$ cat src/rtl/vpu_wb_pkg.sv
// Shared definitions for the VPU writeback stage: sizes, write-type encodings
// and the stage FSM states.
package vpu_wb_pkg;

    localparam int VREG_NUM = 8;
    localparam int LANES    = 8;
    localparam int LANE_W   = 16;

    localparam logic [1:0] WT_NONE = 2'b00;
    localparam logic [1:0] WT_VEC  = 2'b01;
    localparam logic [1:0] WT_INT  = 2'b10;
    localparam logic [1:0] WT_FP   = 2'b11;

    typedef enum logic [1:0] {
        ST_EMPTY = 2'b00,
        ST_VEC   = 2'b01,
        ST_SCAL  = 2'b10
    } stage_state_e;

endpackage

$ cat src/rtl/vpu_lane_merge.sv
// Per-lane select between the current register value and new result data.
// One instance feeds both the VRF write and the read-port bypass.
module vpu_lane_merge #(
    parameter int LANES  = vpu_wb_pkg::LANES,
    parameter int LANE_W = vpu_wb_pkg::LANE_W
) (
    input  logic [LANES*LANE_W-1:0] old_v,
    input  logic [LANES*LANE_W-1:0] new_v,
    input  logic [LANES-1:0]        mask,
    output logic [LANES*LANE_W-1:0] merged
);

    for (genvar i = 0; i < LANES; i++) begin : g_lane
        assign merged[i*LANE_W +: LANE_W] = mask[i] ? new_v[i*LANE_W +: LANE_W]
                                                    : old_v[i*LANE_W +: LANE_W];
    end

endmodule

$ cat src/rtl/vpu_wb.sv
// VPU writeback stage: single result register, vector register file with
// bypassed read ports, scalar write-out handshake and busy scoreboard.
//
// state    | meaning
// ST_EMPTY | stage register holds nothing
// ST_VEC   | vector/none result held; commits at the next edge
// ST_SCAL  | scalar result offered on s_wr_*; waits for s_wr_ready
module vpu_wb #(
    parameter int  VREG_NUM = vpu_wb_pkg::VREG_NUM,
    parameter int  LANES    = vpu_wb_pkg::LANES,
    localparam int VW       = LANES * vpu_wb_pkg::LANE_W,
    localparam int IW       = $clog2(VREG_NUM)
) (
    input  logic                clk,
    input  logic                rst,
    input  logic                in_valid,
    output logic                in_ready,
    input  logic [VW-1:0]       in_vd,
    input  logic [31:0]         in_rd,
    input  logic [31:0]         in_fd,
    input  logic [LANES-1:0]    in_mask,
    input  logic [1:0]          in_wtype,
    input  logic [IW-1:0]       in_vdst,
    input  logic [4:0]          in_sdst,
    input  logic [IW-1:0]       vs1_idx,
    input  logic [IW-1:0]       vs2_idx,
    output logic [VW-1:0]       vs1,
    output logic [VW-1:0]       vs2,
    output logic                s_wr_valid,
    input  logic                s_wr_ready,
    output logic                s_wr_fp,
    output logic [4:0]          s_wr_idx,
    output logic [31:0]         s_wr_data,
    input  logic                issue_valid,
    input  logic [IW-1:0]       issue_vdst,
    output logic [VREG_NUM-1:0] vbusy
);

    import vpu_wb_pkg::*;

    typedef struct packed {
        logic [VW-1:0]    vd;
        logic [31:0]      rd;
        logic [31:0]      fd;
        logic [LANES-1:0] mask;
        logic [1:0]       wtype;
        logic [IW-1:0]    vdst;
        logic [4:0]       sdst;
    } stage_t;

    stage_state_e         state_q, state_d;
    stage_t               stage_q, stage_d;
    logic [VW-1:0]        vrf_q [VREG_NUM];
    logic [VW-1:0]        vrf_d [VREG_NUM];
    logic [VREG_NUM-1:0]  vbusy_q, vbusy_d;
    logic [VW-1:0]        merged;
    logic                 vec_commit;
    logic                 scal_done;
    logic                 xfer;

    vpu_lane_merge #(.LANES(LANES), .LANE_W(LANE_W)) u_merge (
        .old_v  (vrf_q[stage_q.vdst]),
        .new_v  (stage_q.vd),
        .mask   (stage_q.mask),
        .merged (merged)
    );

    assign vec_commit = (state_q == ST_VEC) && (stage_q.wtype == WT_VEC);
    assign scal_done  = (state_q == ST_SCAL) && s_wr_ready;
    // Gated by rst so the stage never looks ready while held in reset.
    assign in_ready   = !rst && ((state_q == ST_EMPTY) || (state_q == ST_VEC) || scal_done);
    assign xfer       = in_valid && in_ready;
    assign vbusy      = vbusy_q;

    always_comb begin
        state_d = state_q;
        stage_d = stage_q;
        if ((state_q == ST_VEC) || scal_done) begin
            state_d = ST_EMPTY;
        end
        if (xfer) begin
            state_d       = in_wtype[1] ? ST_SCAL : ST_VEC;
            stage_d.vd    = in_vd;
            stage_d.rd    = in_rd;
            stage_d.fd    = in_fd;
            stage_d.mask  = in_mask;
            stage_d.wtype = in_wtype;
            stage_d.vdst  = in_vdst;
            stage_d.sdst  = in_sdst;
        end
    end

    always_comb begin
        vrf_d = vrf_q;
        if (vec_commit) begin
            vrf_d[stage_q.vdst] = merged;
        end
    end

    // Set is applied after clear so a same-edge issue keeps the register busy.
    always_comb begin
        vbusy_d = vbusy_q;
        if (vec_commit) begin
            vbusy_d[stage_q.vdst] = 1'b0;
        end
        if (issue_valid) begin
            vbusy_d[issue_vdst] = 1'b1;
        end
    end

    always_comb begin
        vs1 = vrf_q[vs1_idx];
        vs2 = vrf_q[vs2_idx];
        if (vec_commit && (vs1_idx == stage_q.vdst)) begin
            vs1 = merged;
        end
        if (vec_commit && (vs2_idx == stage_q.vdst)) begin
            vs2 = merged;
        end
    end

    always_comb begin
        s_wr_valid = (state_q == ST_SCAL);
        s_wr_fp    = 1'b0;
        s_wr_idx   = '0;
        s_wr_data  = '0;
        if (s_wr_valid) begin
            s_wr_fp   = (stage_q.wtype == WT_FP);
            s_wr_idx  = stage_q.sdst;
            s_wr_data = (stage_q.wtype == WT_FP) ? stage_q.fd : stage_q.rd;
        end
    end

    always_ff @(posedge clk or posedge rst) begin
        if (rst) begin
            state_q <= ST_EMPTY;
            stage_q <= '0;
            vbusy_q <= '0;
            for (int i = 0; i < VREG_NUM; i++) begin
                vrf_q[i] <= '0;
            end
        end else begin
            state_q <= state_d;
            stage_q <= stage_d;
            vbusy_q <= vbusy_d;
            vrf_q   <= vrf_d;
        end
    end

endmodule

$ cat config.mk
export PLATFORM = sky130hd
export DESIGN_NAME = vpu_wb
export DESIGN_NICKNAME = d
export VERILOG_FILES = /design/src/rtl/vpu_wb_pkg.sv /design/src/rtl/vpu_lane_merge.sv /design/src/rtl/vpu_wb.sv
export SDC_FILE = /design/constraint.sdc
export NUM_CORES = 2
export LEC_CHECK = 0
export ABC_CLOCK_PERIOD_IN_PS = 43900
export CAP_MARGIN = 40
export CORE_MARGIN = 4
export CORE_UTILIZATION = 36
export CTS_BUF_LIST = sky130_fd_sc_hd__clkbuf_4 sky130_fd_sc_hd__clkbuf_8
export CTS_CLUSTER_SIZE = 40
export DETAILED_ROUTE_END_ITERATION = 8
export PLACE_DENSITY = 0.61
export SYNTH_ARGS = -nofsm -noshare
export SYNTH_HDL_FRONTEND = slang
export SYNTH_SLANG_ARGS = --single-unit
$ cat constraint.sdc
create_clock -name clk -period 43.9 [get_ports clk]
set_input_delay 8.78 -clock clk [delete_from_list [all_inputs] [get_ports clk]]
set_output_delay 8.78 -clock clk [all_outputs]
set_load 0.01 [all_outputs]
==> flow_summary.toml <==
[status]
status = "completed"

[logic_synthesis]
async_reset_ff_share_pct = 100
seq_area_frac_synth_pct = 41.4
syn_nets = 7431
synth_cells = 7207
synth-seq-cells = 1244
ys.flop_type = "dfrtp_1"
syn_area_mm2 = 0.0751
synth-edff-count = 0
yosysUniqueCellTypes = 72
synth_area_per_cell_um2 = 10.4
ys_warn_count = 0

[layout]
final_cell_mix = "nand2_1 (1735), dfrtp_1 (1237), o21ai_0 (859), clkdlybuf4s50_1 (521), mux4_2 (513)"
syn_to_final_growth_pct = 17.5
final_common_cell = "nand2_1"
final_layout_size_suffix_gt1_share_pct = 20.6
final_net_count = 7656
nFillCells = 19700

[clock_network]
numCtsBuffers = 227
cts-root-buf = "clkbuf_8"
cts_setup_buffers = 0
clk_latency_ns = 1.01
cts.repair.resized = 0
cts_max_level = 4
clockBufferDepth = 3
clk_pin_slew_worst_paths_ns = 0.06
hold_buffers = 0
cts_tree = "built"
clock-sinks = 1244

[sta]
setup_viol = 0
period_minus_slack_ns = 22.09
report.final.hold_viol_count = 0
clock_skew_ns = 0.0621
fin_crit_sh_pct = 50.3
rsz0062_at_grt = "false"
maxSlewViolCount = 0
fmax_ghz = 0.0453
timing.slew.headroom_pct = 24.9
fin_setup_tns_ns = 0
tightest_slew_ns = 1.13

[hold_path]
whs_path_depth = 2
worstHoldEndpoint = "vbusy[6]$_DFF_PP0_"
hold_class = "reg -> reg"
hp-start = "vbusy[6]$_DFF_PP0_"

[worst_setup_path]
critPathArrivalTime_ns = 13.31
r2r_cells = 9
r2r_start = "stage_q[7]$_DFFE_PP0P_"
critPathRequiredTime_ns = 35.12
crit_path_max_fanout = 68
crit_type = "in -> out"
r2r-end = "vrf_q[841]$_DFFE_PP0P_"
rrSetupSlack_ns = 37.32
critPathLaunchType = "input port"
end_kind = "primary output"

[die]
die-area_mm2 = 0.216
die_y_um = 465
die_w_um = 465
core_area_mm2 = 0.207
ios = 528
placementRows = 167
start_util_pct = 36.3

[placement]
dpl.hpwl_mm = 182
place_congestion = 0.848
io_buffers = 527

[global_route]
grtUsageTotal_pct = 27.1
overflow = 0
grt_start_max_net_pins = 166
grt_pass1_wl_mm = 440
grt_pass1_vias = 64300
antenna_found_initial = 22

[power]
p_total_mw = 4.22
p_leak_nw = 35.2
p_per_area_mw_per_mm2 = 47.8
vdd_drop_max_mv = 0.0292

[detailed_routing]
remaining_drc_errors = 0
firstDrtPassIters = 6
wl_mm = 300
via_per_inst = 6.16
ant_nets = 0
wl_per_cell_um = 28.8
drt_iter0_drc = 7360
via_count = 64200

[job]
cap_violations = 0
## worst max path at each step
stage | from | end | slack, ns
after CTS | vs2_idx[0] | vs2[68] | 21.99
after global placement | vs2_idx[0] | vs2[68] | 21.88
after global routing | vs2_idx[0] | vs2[70] | 21.67
after floorplan | rst | stage_q[0]$_DFFE_PP0P_ | 0.07
final | vs2_idx[0] | vs2[68] | 21.81
after detailed placement | vs2_idx[0] | vs2[68] | 21.98
## power breakdown
group,leakage [nW],switching [mW],internal (mW)
combinational,15.8,0.761,0.593
clock,2.74,0.543,0.710
sequential,16.6,0.242,1.37
total,35.2,1.55,2.68
## layer usage
layer	share of wire (%)	vias up	global-route usage, %
met2	44	3983	40.7
li1	-	27000	-
met4	5.7	26	14.2
met1	40	32200	35.5
met5	0.052	-	0
met3	11	902	7.75
## synthesized netlist by cell type, types with 4 or more instances
cell       instances  share of area, %
a211oi_1         119               1.2
a211oi_2           5             0.083
a21o_1            16              0.16
a21oi_1          206               1.4
a221o_1           66              0.88
a221oi_1          20              0.23
a221oi_2          17              0.34
a221oi_4          38               1.3
a22o_1            32              0.37
a22oi_1           90              0.90
a31oi_1           18              0.15
a31oi_2            6              0.10
a32o_1            10              0.13
and2_1            26              0.22
buf_1             42              0.21
buf_2            255               1.7
buf_4             28              0.28
buf_6             15              0.22
clkbuf_1         362               1.8
dfrtp_1         1244                41
inv_1             17             0.085
mux2_2           291               4.4
mux2i_1          400               5.3
mux4_2           513                15
nand2_1         1741               8.7
nand2b_1          84              0.70
nand3_1            7             0.047
nand3b_1          61              0.61
nand4_1            5             0.042
nor2_1            32              0.16
nor2b_1          125               1.0
nor3_2             5             0.067
o21ai_0          859               5.7
o21ai_1           88              0.59
o221a_2            6             0.090
o221ai_1          16              0.19
o22ai_1          158               1.3
o2bb2ai_1          6             0.070
o31ai_1           83              0.83
o32ai_2           21              0.45
o32ai_4            6              0.22
or3b_2             4             0.047
or4bb_1            6             0.090
xnor2_1            6             0.070
## per-stage QoR
step                      cell area, um2  util (%)  hold WS [ns]  cells  setup slack [ns]
final                              88300      42.6         0.483  10400             21.81
after global placement             82100      39.6         0.466   9948             21.88
after floorplan                    75100         -         0.472   7207            0.0659
after global routing               88300      42.6         0.509  10400             21.67
after CTS                          88300      42.6         0.487  10400             21.99
after detailed placement           83100      40.1         0.475   9991             21.98
## cell families after synthesis
| logic type | share of synthesized area (%) |
|---|---|
| buffers and inverters | 4.33 |
| xor gates and xnor gates | 0.0699 |
| and+or+nand+nor | 11.9 |
| DFF | 41.4 |
| AOI/OAI and AO/OA | 17.2 |
| muxes | 25.1 |
## final cells by class
type,count,area (um2),area share [%]
multi-input combinational,5239,41000,46.4
clock buffer,362,4590,5.20
timing repair buffer,698,7430,8.41
sequential,1244,31100,35.3
inverter,22,96.3,0.109
antenna,11,27.5,0.0312
clock inverter,54,559,0.633
tap,2788,3490,3.95
## worst max-delay path, cell delays in order
cell	delay, ns
buf_8	0.45
xnor2_1	0.22
and4_4	0.62
buf_12	0.30
buf_4	0.61
buf_4	0.77
a211oi_1	0.08
a21oi_1	0.53
clkdlybuf4s50_1	0.67
## flip-flops by register name, summed over array words and instances, names as in the netlist
signal	count
vrf_q	1024
stage_q	210
vbusy	8
state_q	2
Note: power is estimated with default switching activity, not from simulation.
